**src/rtl/ws_pkg.sv**
```systemverilog
// Shared types and wait-state constants for the FSB wait-state controller.
package ws_pkg;

    typedef enum logic [1:0] {REG_RAM, REG_ROM, REG_IO} ws_region_e;
    typedef enum logic [1:0] {ST_IDLE, ST_WAIT, ST_ACK, ST_HOLD} ws_state_e;

    localparam logic [4:0] WS_RAM        = 5'd2;
    localparam logic [4:0] WS_ROM        = 5'd3;
    localparam logic [4:0] WS_IO         = 5'd7;
    localparam logic [4:0] WS_SLOW_EXTRA = 5'd16;
    localparam logic [7:0] SLOW_RELOAD   = 8'd255;

    typedef struct packed {
        ws_state_e  state;
        ws_region_e region;
        logic       write;
        logic [4:0] cnt;
    } ws_dbg_t;

    function automatic logic [4:0] wait_count(input ws_region_e r, input logic romws,
                                              input logic ramws, input logic iows);
        case (r)
            REG_RAM: return ramws ? WS_RAM : 5'd0;
            REG_ROM: return romws ? WS_ROM : 5'd0;
            default: return iows ? WS_IO : 5'd0;
        endcase
    endfunction

endpackage

```
**src/rtl/ws_ctrl_if.sv**
```systemverilog
// FSB-side signal bundle for ws_ctrl; master = bus master/bench, slave = controller.
interface ws_ctrl_if;
    import ws_pkg::*;

    // Handshake: the master holds nAS_FSB low to request a cycle; the controller
    // drives nDTACK_FSB low once the wait count expires and keeps it low until
    // it samples nAS_FSB high. Releasing nAS_FSB before the acknowledge aborts.
    logic       nAS_FSB;
    logic       nWE_FSB;
    logic [3:0] A_FSB;
    logic       ROMWS;
    logic       RAMWS;
    logic       IOWS;
    logic       nDTACK_FSB;
    logic       SlowdownIOWriteGate;
    logic       Busy;
    ws_dbg_t    dbg;

    modport master (
        output nAS_FSB, nWE_FSB, A_FSB, ROMWS, RAMWS, IOWS,
        input  nDTACK_FSB, SlowdownIOWriteGate, Busy, dbg
    );

    modport slave (
        input  nAS_FSB, nWE_FSB, A_FSB, ROMWS, RAMWS, IOWS,
        output nDTACK_FSB, SlowdownIOWriteGate, Busy, dbg
    );

endinterface

```
**src/rtl/ws_region_dec.sv**
```systemverilog
// Combinational decode of FSB address bits [23:20] into RAM/ROM/IO regions.
module ws_region_dec
    import ws_pkg::*;
(
    input  logic [3:0] A_FSB,
    output ws_region_e region
);

    always_comb begin
        if (A_FSB[3:2] == 2'b00)
            region = REG_RAM;
        else if (A_FSB == 4'b0100)
            region = REG_ROM;
        else
            region = REG_IO;
    end

endmodule

```
**src/rtl/ws_ctrl.sv**
```systemverilog
// FSB wait-state controller: counts per-region waits, then acknowledges via nDTACK_FSB.
// Optional IO-write slowdown window compiled in with WS_CTRL_IO_SLOWDOWN_EN.
module ws_ctrl
    import ws_pkg::*;
(
    input  logic    FCLK,
    input  logic    nRES,
    ws_ctrl_if.slave bus
);

    ws_state_e  state, state_next;
    ws_region_e region, region_q;
    logic       wr_q;
    logic [4:0] cnt;
    logic [4:0] base_wait, start_wait;
    logic       guard;
    logic       dtack_q;
    logic       busy;
    logic       slow_gate;
    ws_dbg_t    dbg;

    ws_region_dec u_dec (.A_FSB(bus.A_FSB), .region(region));

    always_comb base_wait = wait_count(region, bus.ROMWS, bus.RAMWS, bus.IOWS);

`ifdef WS_CTRL_IO_SLOWDOWN_EN
    logic [7:0] slow_cnt, slow_next;
    logic       gate_q;
    logic       io_wr_ack;

    always_comb io_wr_ack = (state == ST_WAIT) && (state_next == ST_ACK)
                            && (region_q == REG_IO) && wr_q;

    always_comb begin
        slow_next = slow_cnt;
        if (io_wr_ack)
            slow_next = SLOW_RELOAD;
        else if (slow_cnt != 8'd0)
            slow_next = slow_cnt - 8'd1;
    end

    always_ff @(posedge FCLK or negedge nRES) begin
        if (!nRES) begin
            slow_cnt <= 8'd0;
            gate_q   <= 1'b0;
        end else begin
            slow_cnt <= slow_next;
            gate_q   <= (slow_next != 8'd0);
        end
    end

    // An IO write issued inside the window gets the extra waits on top of its own.
    always_comb start_wait = base_wait +
        (((region == REG_IO) && !bus.nWE_FSB && gate_q) ? WS_SLOW_EXTRA : 5'd0);
    assign slow_gate = gate_q;
`else
    always_comb start_wait = base_wait;
    assign slow_gate = 1'b0;
`endif

    always_ff @(posedge FCLK or negedge nRES) begin
        if (!nRES)
            state <= ST_IDLE;
        else
            state <= state_next;
    end

    // guard is set after reset and after each completed cycle, so a strobe still
    // held low at the next IDLE edge parks in HOLD instead of starting again.
    always_comb begin
        state_next = state;
        case (state)
            ST_IDLE: if (!bus.nAS_FSB) state_next = guard ? ST_HOLD : ST_WAIT;
            ST_WAIT: begin
                if (bus.nAS_FSB)
                    state_next = ST_IDLE;
                else if (cnt == 5'd0)
                    state_next = ST_ACK;
            end
            ST_ACK:  if (bus.nAS_FSB) state_next = ST_IDLE;
            ST_HOLD: if (bus.nAS_FSB) state_next = ST_IDLE;
            default: state_next = ST_IDLE;
        endcase
    end

    always_ff @(posedge FCLK or negedge nRES) begin
        if (!nRES) begin
            cnt      <= 5'd0;
            region_q <= REG_RAM;
            wr_q     <= 1'b0;
            guard    <= 1'b1;
            dtack_q  <= 1'b1;
        end else begin
            dtack_q <= (state_next != ST_ACK);
            case (state)
                ST_IDLE: begin
                    guard <= 1'b0;
                    if (state_next == ST_WAIT) begin
                        cnt      <= start_wait;
                        region_q <= region;
                        wr_q     <= !bus.nWE_FSB;
                    end
                end
                ST_WAIT: begin
                    if (bus.nAS_FSB)
                        cnt <= 5'd0;
                    else if (cnt != 5'd0)
                        cnt <= cnt - 5'd1;
                end
                ST_ACK: if (state_next == ST_IDLE) guard <= 1'b1;
                default: ;
            endcase
        end
    end

    always_comb begin
        busy       = (state != ST_IDLE);
        dbg.state  = state;
        dbg.region = region_q;
        dbg.write  = wr_q;
        dbg.cnt    = cnt;
    end

    assign bus.nDTACK_FSB          = dtack_q;
    assign bus.SlowdownIOWriteGate = slow_gate;
    assign bus.Busy                = busy;
    assign bus.dbg                 = dbg;

endmodule
```
**src/flat_wrapper.sv**
```systemverilog
// flat-port wrapper written by rule: the top's interface ports become plain ports
module ws_ctrl_flat import ws_pkg::*;
  (FCLK, nRES, bus_nAS_FSB, bus_nWE_FSB, bus_A_FSB, bus_ROMWS, bus_RAMWS, bus_IOWS, bus_nDTACK_FSB, bus_SlowdownIOWriteGate, bus_Busy, bus_dbg);
  ws_ctrl_if bus_i ();
  input  logic FCLK;
  input  logic nRES;
  input wire logic [$bits(bus_i.nAS_FSB)-1:0] bus_nAS_FSB;
  input wire logic [$bits(bus_i.nWE_FSB)-1:0] bus_nWE_FSB;
  input wire logic [$bits(bus_i.A_FSB)-1:0] bus_A_FSB;
  input wire logic [$bits(bus_i.ROMWS)-1:0] bus_ROMWS;
  input wire logic [$bits(bus_i.RAMWS)-1:0] bus_RAMWS;
  input wire logic [$bits(bus_i.IOWS)-1:0] bus_IOWS;
  output wire logic [$bits(bus_i.nDTACK_FSB)-1:0] bus_nDTACK_FSB;
  output wire logic [$bits(bus_i.SlowdownIOWriteGate)-1:0] bus_SlowdownIOWriteGate;
  output wire logic [$bits(bus_i.Busy)-1:0] bus_Busy;
  output wire logic [$bits(bus_i.dbg)-1:0] bus_dbg;
  assign bus_i.nAS_FSB = bus_nAS_FSB;
  assign bus_i.nWE_FSB = bus_nWE_FSB;
  assign bus_i.A_FSB = bus_A_FSB;
  assign bus_i.ROMWS = bus_ROMWS;
  assign bus_i.RAMWS = bus_RAMWS;
  assign bus_i.IOWS = bus_IOWS;
  assign bus_nDTACK_FSB = bus_i.nDTACK_FSB;
  assign bus_SlowdownIOWriteGate = bus_i.SlowdownIOWriteGate;
  assign bus_Busy = bus_i.Busy;
  assign bus_dbg = bus_i.dbg;
  ws_ctrl u_core (.FCLK(FCLK), .nRES(nRES), .bus(bus_i));
endmodule
```
**config.mk**
```make
export PLATFORM = sky130hd
export DESIGN_NAME = ws_ctrl_flat
export DESIGN_NICKNAME = d
export VERILOG_FILES = /design/src/rtl/ws_pkg.sv /design/src/rtl/ws_ctrl_if.sv /design/src/rtl/ws_region_dec.sv /design/src/rtl/ws_ctrl.sv /design/src/flat_wrapper.sv
export SDC_FILE = /design/constraint.sdc
export NUM_CORES = 1
export LEC_CHECK = 0
export BUFFER_PORTS_ARGS = -buffer_cell sky130_fd_sc_hd__buf_2
export CORE_MARGIN = 5
export CORE_UTILIZATION = 30
export CTS_CLUSTER_DIAMETER = 80
export CTS_CLUSTER_SIZE = 8
export DETAILED_ROUTE_END_ITERATION = 8
export HOLD_SLACK_MARGIN = 0.1
export PLACE_DENSITY_LB_ADDON = 0.25
export SLEW_MARGIN = 30
export SYNTH_ARGS = -nofsm -noshare
export SYNTH_HDL_FRONTEND = slang
export SYNTH_SLANG_ARGS = --single-unit
```
**constraint.sdc**
```tcl
create_clock -name FCLK -period 2.2 [get_ports FCLK]
set_input_delay 0.44 -clock FCLK [delete_from_list [all_inputs] [get_ports FCLK]]
set_output_delay 0.44 -clock FCLK [all_outputs]
set_load 0.005 [all_outputs]
```
==> results of run 1 <==
## cells by family after synthesis
family	after synthesis
AO/OA/AOI/OAI	23
adder cells (fa/ha/maj)	2
buffers and inverters	10
flip-flops	12
multiplexers	2
other	1
AND/OR/NAND/NOR	25
## cells in the final DEF (no fill, tap or decap), drive strengths merged
cell type | Yosys | routed
or2 | 1 | 1
nor3 | 5 | 5
inv | 7 | 7
nor2 | 6 | 6
ha | 2 | 2
o32ai | 1 | 1
o21ba | 1 | 1
and2 | 3 | 3
nor4 | 1 | 1
dfrtp | 10 | 10
conb | 1 | 1
o211ai | 1 | 1
buf | 3 | 22
nor4b | 1 | 1
or3b | 1 | 1
a32o | 1 | 1
and3 | 1 | 1
nor2b | 1 | 1
a211oi | 1 | 1
dlygate4sd3 | 0 | 1
mux2i | 1 | 1
mux2 | 1 | 1
a31o | 1 | 1
o21ai | 5 | 5
dfstp | 2 | 2
a21oi | 7 | 7
a22o | 2 | 2
nand3 | 2 | 2
a31oi | 2 | 2
clkbuf | 0 | 4
nand2 | 3 | 3
a311oi | 1 | 1
## synth_stat cells, types with 2 or more instances
master,n,share of area [%]
nand3_1,2,1.4
nor3_1,3,2.1
nand2_1,3,1.6
o21ai_0,5,3.5
a21oi_1,7,4.9
dfrtp_1,10,35
and2_1,3,2.6
dfstp_2,2,7.4
buf_4,2,2.1
ha_1,2,3.5
inv_1,7,3.7
a22o_1,2,2.5
nor3_2,2,2.8
a31oi_1,2,1.8
nor2_1,6,3.2
## what timing repair did
item                       in CTS  in global routing
buffers inserted                0                  0
hold buffers                    1                  0
gates resized for setup         0                  0
setup endpoints to repair       0                  0
hold endpoints to repair       10                  0
## power by group through the flow
stage                     Combinational [mW]  Sequential [mW]  Clock, mW
after detailed placement               0.526            0.438          0
after global routing                   0.588            0.450      0.195
final                                  0.522            0.433      0.176
after global placement                 0.525            0.433          0
after floorplan                        0.384            0.406          0
after CTS                              0.531            0.433      0.181
## how the worst max path moves through the flow
| stage | from | endpoint | slack [ns] | depth (start not counted) |
|---|---|---|---|---|
| after floorplan | u_core.cnt[0]$_DFFE_PN0P_ | u_core.cnt[2]$_DFFE_PN0P_ | 0.52 | 6 |
| after global placement | u_core.cnt[0]$_DFFE_PN0P_ | u_core.cnt[4]$_DFFE_PN0P_ | 0.46 | 6 |
| after detailed placement | u_core.cnt[0]$_DFFE_PN0P_ | u_core.cnt[2]$_DFFE_PN0P_ | 0.42 | 6 |
| after CTS | u_core.cnt[0]$_DFFE_PN0P_ | u_core.cnt[2]$_DFFE_PN0P_ | 0.40 | 6 |
| after global routing | u_core.cnt[0]$_DFFE_PN0P_ | u_core.cnt[4]$_DFFE_PN0P_ | 0.30 | 6 |
| final | u_core.cnt[0]$_DFFE_PN0P_ | u_core.cnt[2]$_DFFE_PN0P_ | 0.41 | 6 |
## sequential cells by signal, indices dropped and copies added, names as in the netlist
signal	cells
u_core.bus.nDTACK_FSB	1
u_core.cnt	5
u_core.guard	1
u_core.region_q	2
u_core.state	2
u_core.wr_q	1
## per-layer routing
layer  global-route usage, %  up-vias  part of all wire (%)
li1                        -      317                     -
met5                       0        -                     0
met2                   14.83       20                    40
met4                   4.854        0                   1.3
met1                   14.59      275                    49
met3                   2.851        4                   9.1
## layout make-up
type	count	share of cell area, %
clock buffer	4	4.096
multi-input combinational	53	41.24
timing repair buffer	23	13.56
inverter	7	2.966
sequential	12	34.18
tap	28	3.955
==> results.json, run 1 <==
{
  "hold_depth": 2,
  "synth.distinct_cells": 32,
  "wirelength_um": 1702,
  "r2r-end": "u_core.cnt[2]$_DFFE_PN0P_",
  "dp_slack_ns": 0.4196,
  "via_count": 616,
  "chipHeight_um": 58.80,
  "antenna_cells": 0,
  "grt_pass1_wl_um": 2753,
  "grt_usage_pct": 10.47,
  "initial_core_util_pct": 31.99,
  "p_leak_nw": 0.4137,
  "design_area_sq_um": 885.9,
  "synth_fa_ha_area_share_pct": 3.503,
  "power.switching_mw": 0.4620,
  "setup_viol": 0,
  "dp_hpwl_um": 1335,
  "synth_top_family_by_area": "compound AO/OA/AOI/OAI gates",
  "syn_inst": 75,
  "rrSetupSlack_ns": 0.41,
  "crit_chain": "inv_1 > ha_1 > and2_1 > a311oi_4 > o21ai_0 > a22o_1",
  "muxShareOfSynthArea_pct": 2.977,
  "worstPathBufferInverterCount": 1,
  "drc": 0,
  "cts_tree": "built",
  "multi_input_area_sq_um": 365.4,
  "pin_count": 24,
  "fin_util_pct": 39.66,
  "antenna_found_initial": 0,
  "ys_seq_area_share_pct": 42.38,
  "numPortBuffers": 22,
  "finalHoldViolCount": 0,
  "viasPerCell": 4.850,
  "synth_compound_area_share_pct": 24.52,
  "cts_buffer_depth": 2,
  "cts_sinks": 12,
  "intPower_mw": 0.6697,
  "holdPathEnd": "u_core.wr_q$_DFFE_PN0P_",
  "r2r-start": "u_core.cnt[0]$_DFFE_PN0P_",
  "p_comb_share_pct": 46.1,
  "slew_viol_final": 0,
  "reg2reg_depth": 6,
  "yosys_warnings": 0,
  "synth-async-reset-ratio_pct": 100.0,
  "crit_family": "compound AO/OA/AOI/OAI gates",
  "die_area_sq_um": 3457,
  "hp-class": "primary input to flop",
  "area_growth_pct": 23.99,
  "max_freq_ghz": 0.5593,
  "clockPowerShare_pct": 15.6,
  "power_density_nw_per_um2": 1278,
  "period_needed_ns": 1.788,
  "first_global_vias": 610,
  "fin_setup_tns_ns": 0,
  "cap_violations": 0,
  "wl_per_cell_um": 13.40,
  "clk_pin_slew_ns": 0.08,
  "cts_max_level": 1,
  "whs_ns": 0.3502,
  "gp_congestion": 0.8604,
  "dp.cells": 122,
  "drive_above_1_share_pct": 35.35,
  "synthesis.area_sq_um": 714.4,
  "layout.nets": 113,
  "rsz0062_at_grt": "no",
  "synth_xor_area_share_pct": 0,
  "crit_arrival_ns": 1.95,
  "grt_max_degree": 13,
  "crit_type": "flop to flop",
  "coreArea_sq_um": 2233,
  "syn_nets": 88,
  "die_x_um": 58.80,
  "ant_nets": 0,
  "n_fill_cell": 233,
  "cts-root-buf": "clkbuf_4",
  "grt_overflow": 0,
  "power_frac_seq_pct": 38.3,
  "synthSimpleGateAreaFrac_pct": 19.61,
  "num_rows": 17,
  "finalPower_mw": 1.132,
  "critPathCaptureType": "flop",
  "critPathLaunchType": "flop",
  "min_from": "bus_nWE_FSB",
  "ys.flop_type": "dfrtp_1",
  "synth_edf_count": 0,
  "first_pass_iters": 2,
  "slowest_stage": "dfrtp_1",
  "vdd_drop_max_uv": 557.6,
  "place_area_sq_um": 839.6,
  "clkLatencyLatePin_ns": 0.27,
  "seqCellArea_sq_um": 302.8,
  "synth_seq_cells": 12,
  "syn_avg_cell_area_sq_um": 9.526,
  "slowest_delay_ns": 0.41,
  "drt_iter0_drc": 16,
  "cts_buffers": 3,
  "final_cells": 127,
  "fin_crit_sh_pct": 81.27,
  "clock_skew_ns": 0.001599,
  "required_ns": 2.37,
  "setup_ws_ns": 0.4121,
  "outcome": "finished, final reports clean",
  "crit_fanout": 7,
  "sw_frac_of_total_pct": 40.83
}
No activity file was read; power rests on OpenSTA's default activity.
==> run 2, diff against run 1 <==
clock period = 1.43 ns   (was 2.2 ns; I/O delays follow)
==> run 2 against run 1 <==
The run now ends with negative setup slack left. Clock skew fell by 0.00064 ns. First-iteration DRC count fell by 31%. Wire length rose by 12%. Critical endpoint is now u_core.cnt[4]$_DFFE_PN0P_.
==> results.json, run 2 (synthesis gave the netlist of run 1 again) <==
{
  "wl_met2_um": 968,
  "critPathLaunchType": "flop",
  "dp_slack_ns": -0.05557,
  "initial_core_util_pct": 31.99,
  "cap_violations": 0,
  "cts_buffers": 3,
  "cts-root-buf": "clkbuf_4",
  "reg_top3": "u_core.cnt (5), u_core.region_q (2), u_core.state (2)",
  "outcome": "finished, violations left",
  "largest_reg_flops": 5,
  "crit_chain": "inv_2 > ha_2 > and2_4 > a311oi_4 > o21ai_1 > a32o_1",
  "slowest_delay_ns": 0.36,
  "startpoint": "u_core.cnt[0]$_DFFE_PN0P_",
  "chipHeight_um": 58.80,
  "wl_met1_um": 810,
  "num_rows": 17,
  "first_pass_iters": 4,
  "period_needed_ns": 1.503,
  "layout_commonest_cell": "buf_2",
  "hold_depth": 2,
  "reg2reg_depth": 6,
  "critPathCaptureType": "flop",
  "cts_sinks": 12,
  "violations": "negative setup slack",
  "area_growth_pct": 47.99,
  "antenna_found_initial": 0,
  "cts_max_level": 1,
  "die_area_sq_um": 3457,
  "power_density_nw_per_um2": 2054,
  "wl_per_cell_um": 13.09,
  "viasPerCell": 4.918,
  "setup_ws_ns": -0.07346,
  "drc": 0,
  "required_ns": 1.61,
  "layout.nets": 133,
  "slew_viol_final": 0,
  "pin_count": 24,
  "power_frac_seq_pct": 27.4,
  "intPower_mw": 1.327,
  "grt_overflow": 0,
  "gp_congestion": 0.8266,
  "crit_fanout": 6,
  "slowest_stage": "dfrtp_1",
  "cts_buffer_depth": 2,
  "holdPathEnd": "u_core.wr_q$_DFFE_PN0P_",
  "layout_common_cells": "buf_2, buf_4, dfrtp_1, a21oi_1, inv_1",
  "clk_pin_slew_ns": 0.07,
  "power.switching_mw": 0.8447,
  "dp_hpwl_um": 1461,
  "hp-class": "primary input to flop",
  "antenna_cells": 0,
  "r2r-start": "u_core.cnt[0]$_DFFE_PN0P_",
  "r2r-end": "u_core.cnt[4]$_DFFE_PN0P_",
  "via_count": 718,
  "numPortBuffers": 22,
  "sw_frac_of_total_pct": 38.89,
  "first_global_vias": 713,
  "fin_crit_sh_pct": 105.1,
  "wl_met3_um": 78,
  "n_fill_cell": 222,
  "whs_ns": 0.1785,
  "rrSetupSlack_ns": -0.07,
  "min_from": "bus_nWE_FSB",
  "finalPower_mw": 2.172,
  "wirelength_um": 1911,
  "drt_iter0_drc": 11,
  "crit_type": "flop to flop",
  "coreArea_sq_um": 2233,
  "grt_usage_pct": 11.98,
  "setup_viol": 6,
  "grt_pass1_wl_um": 3077,
  "grt_max_degree": 13,
  "p_comb_share_pct": 62.6,
  "vdd_drop_max_uv": 877.9,
  "top_register": "u_core.cnt",
  "cts_tree": "built",
  "finalHoldViolCount": 0,
  "ant_nets": 0,
  "drive_above_1_share_pct": 53.39,
  "clkLatencyLatePin_ns": 0.28,
  "clockPowerShare_pct": 10.1,
  "p_leak_nw": 0.5061,
  "rsz0062_at_grt": "yes",
  "clock_skew_ns": 0.0009621,
  "routed.top_layer": "met4",
  "crit_arrival_ns": 1.68,
  "max_freq_ghz": 0.6651,
  "die_x_um": 58.80
}
-- run 2: critical path, delay by kind of cell, from the launching register on --
kind                       cells  cell delay, ns
DFF                            1            0.36
buffers and inverters          1            0.05
adders and majority gates      1            0.17
and+or+nand+nor                1            0.16
AOI/OAI and AO/OA              3            0.65
-- run 2: per-stage QoR --
stage,cells,TNS [ns],utilization (%),cell area (sq um)
floorplan,75,-0.1572,-,725.7
global placement,137,-0.004471,43.14,963.4
detailed placement,137,-0.1423,43.14,963.4
CTS,144,-0.1825,46.05,1028
global route,146,-0.7393,47.34,1057
finish,146,-0.2639,47.34,1057
-- run 2: metal layers --
| layer | GRT usage (%) | vias up |
|---|---|---|
| met5 | 0 | - |
| met4 | 7.767 | 0 |
| met3 | 2.193 | 5 |
| met2 | 19.56 | 14 |
| met1 | 14.27 | 342 |
| li1 | - | 357 |
-- run 2: how the worst max path moves through the flow --
| stage | cells past startpoint | endpoint | slack, ns |
|---|---|---|---|
| after floorplan | 6 | u_core.cnt[2]$_DFFE_PN0P_ | -0.06 |
| after global placement | 6 | u_core.cnt[2]$_DFFE_PN0P_ | -0.004 |
| after detailed placement | 6 | u_core.cnt[4]$_DFFE_PN0P_ | -0.06 |
| after CTS | 6 | u_core.cnt[4]$_DFFE_PN0P_ | -0.05 |
| after global routing | 6 | u_core.cnt[4]$_DFFE_PN0P_ | -0.17 |
| final | 6 | u_core.cnt[4]$_DFFE_PN0P_ | -0.07 |
-- run 2: power groups by stage --
stage	registers (mW)	logic [mW]	clock network, mW
final	0.594	1.36	0.219
after global routing	0.614	1.51	0.242
after CTS	0.576	1.28	0.228
after detailed placement	0.586	1.19	0
after global placement	0.582	1.18	0
after floorplan	0.632	0.624	0
-- run 2: final cells by class --
class / count / area, sq um / area share, %
clock buffer: 3 / 22.52 / 2.130
inverter: 7 / 26.28 / 2.485
multi-input combinational: 53 / 395.4 / 37.40
sequential: 12 / 304.0 / 28.76
tap: 28 / 35.03 / 3.314
timing repair buffer: 43 / 274.0 / 25.92
-- run 2: timing repair --
item                                   4_1_cts  5_1_grt
resized for setup                            3        5
pin swaps                                    1        1
buffers inserted                             3        2
hold buffers                                 1        0
gates cloned                                 0        0
setup endpoints to repair                    5        7
endpoints found under the hold margin       10        0
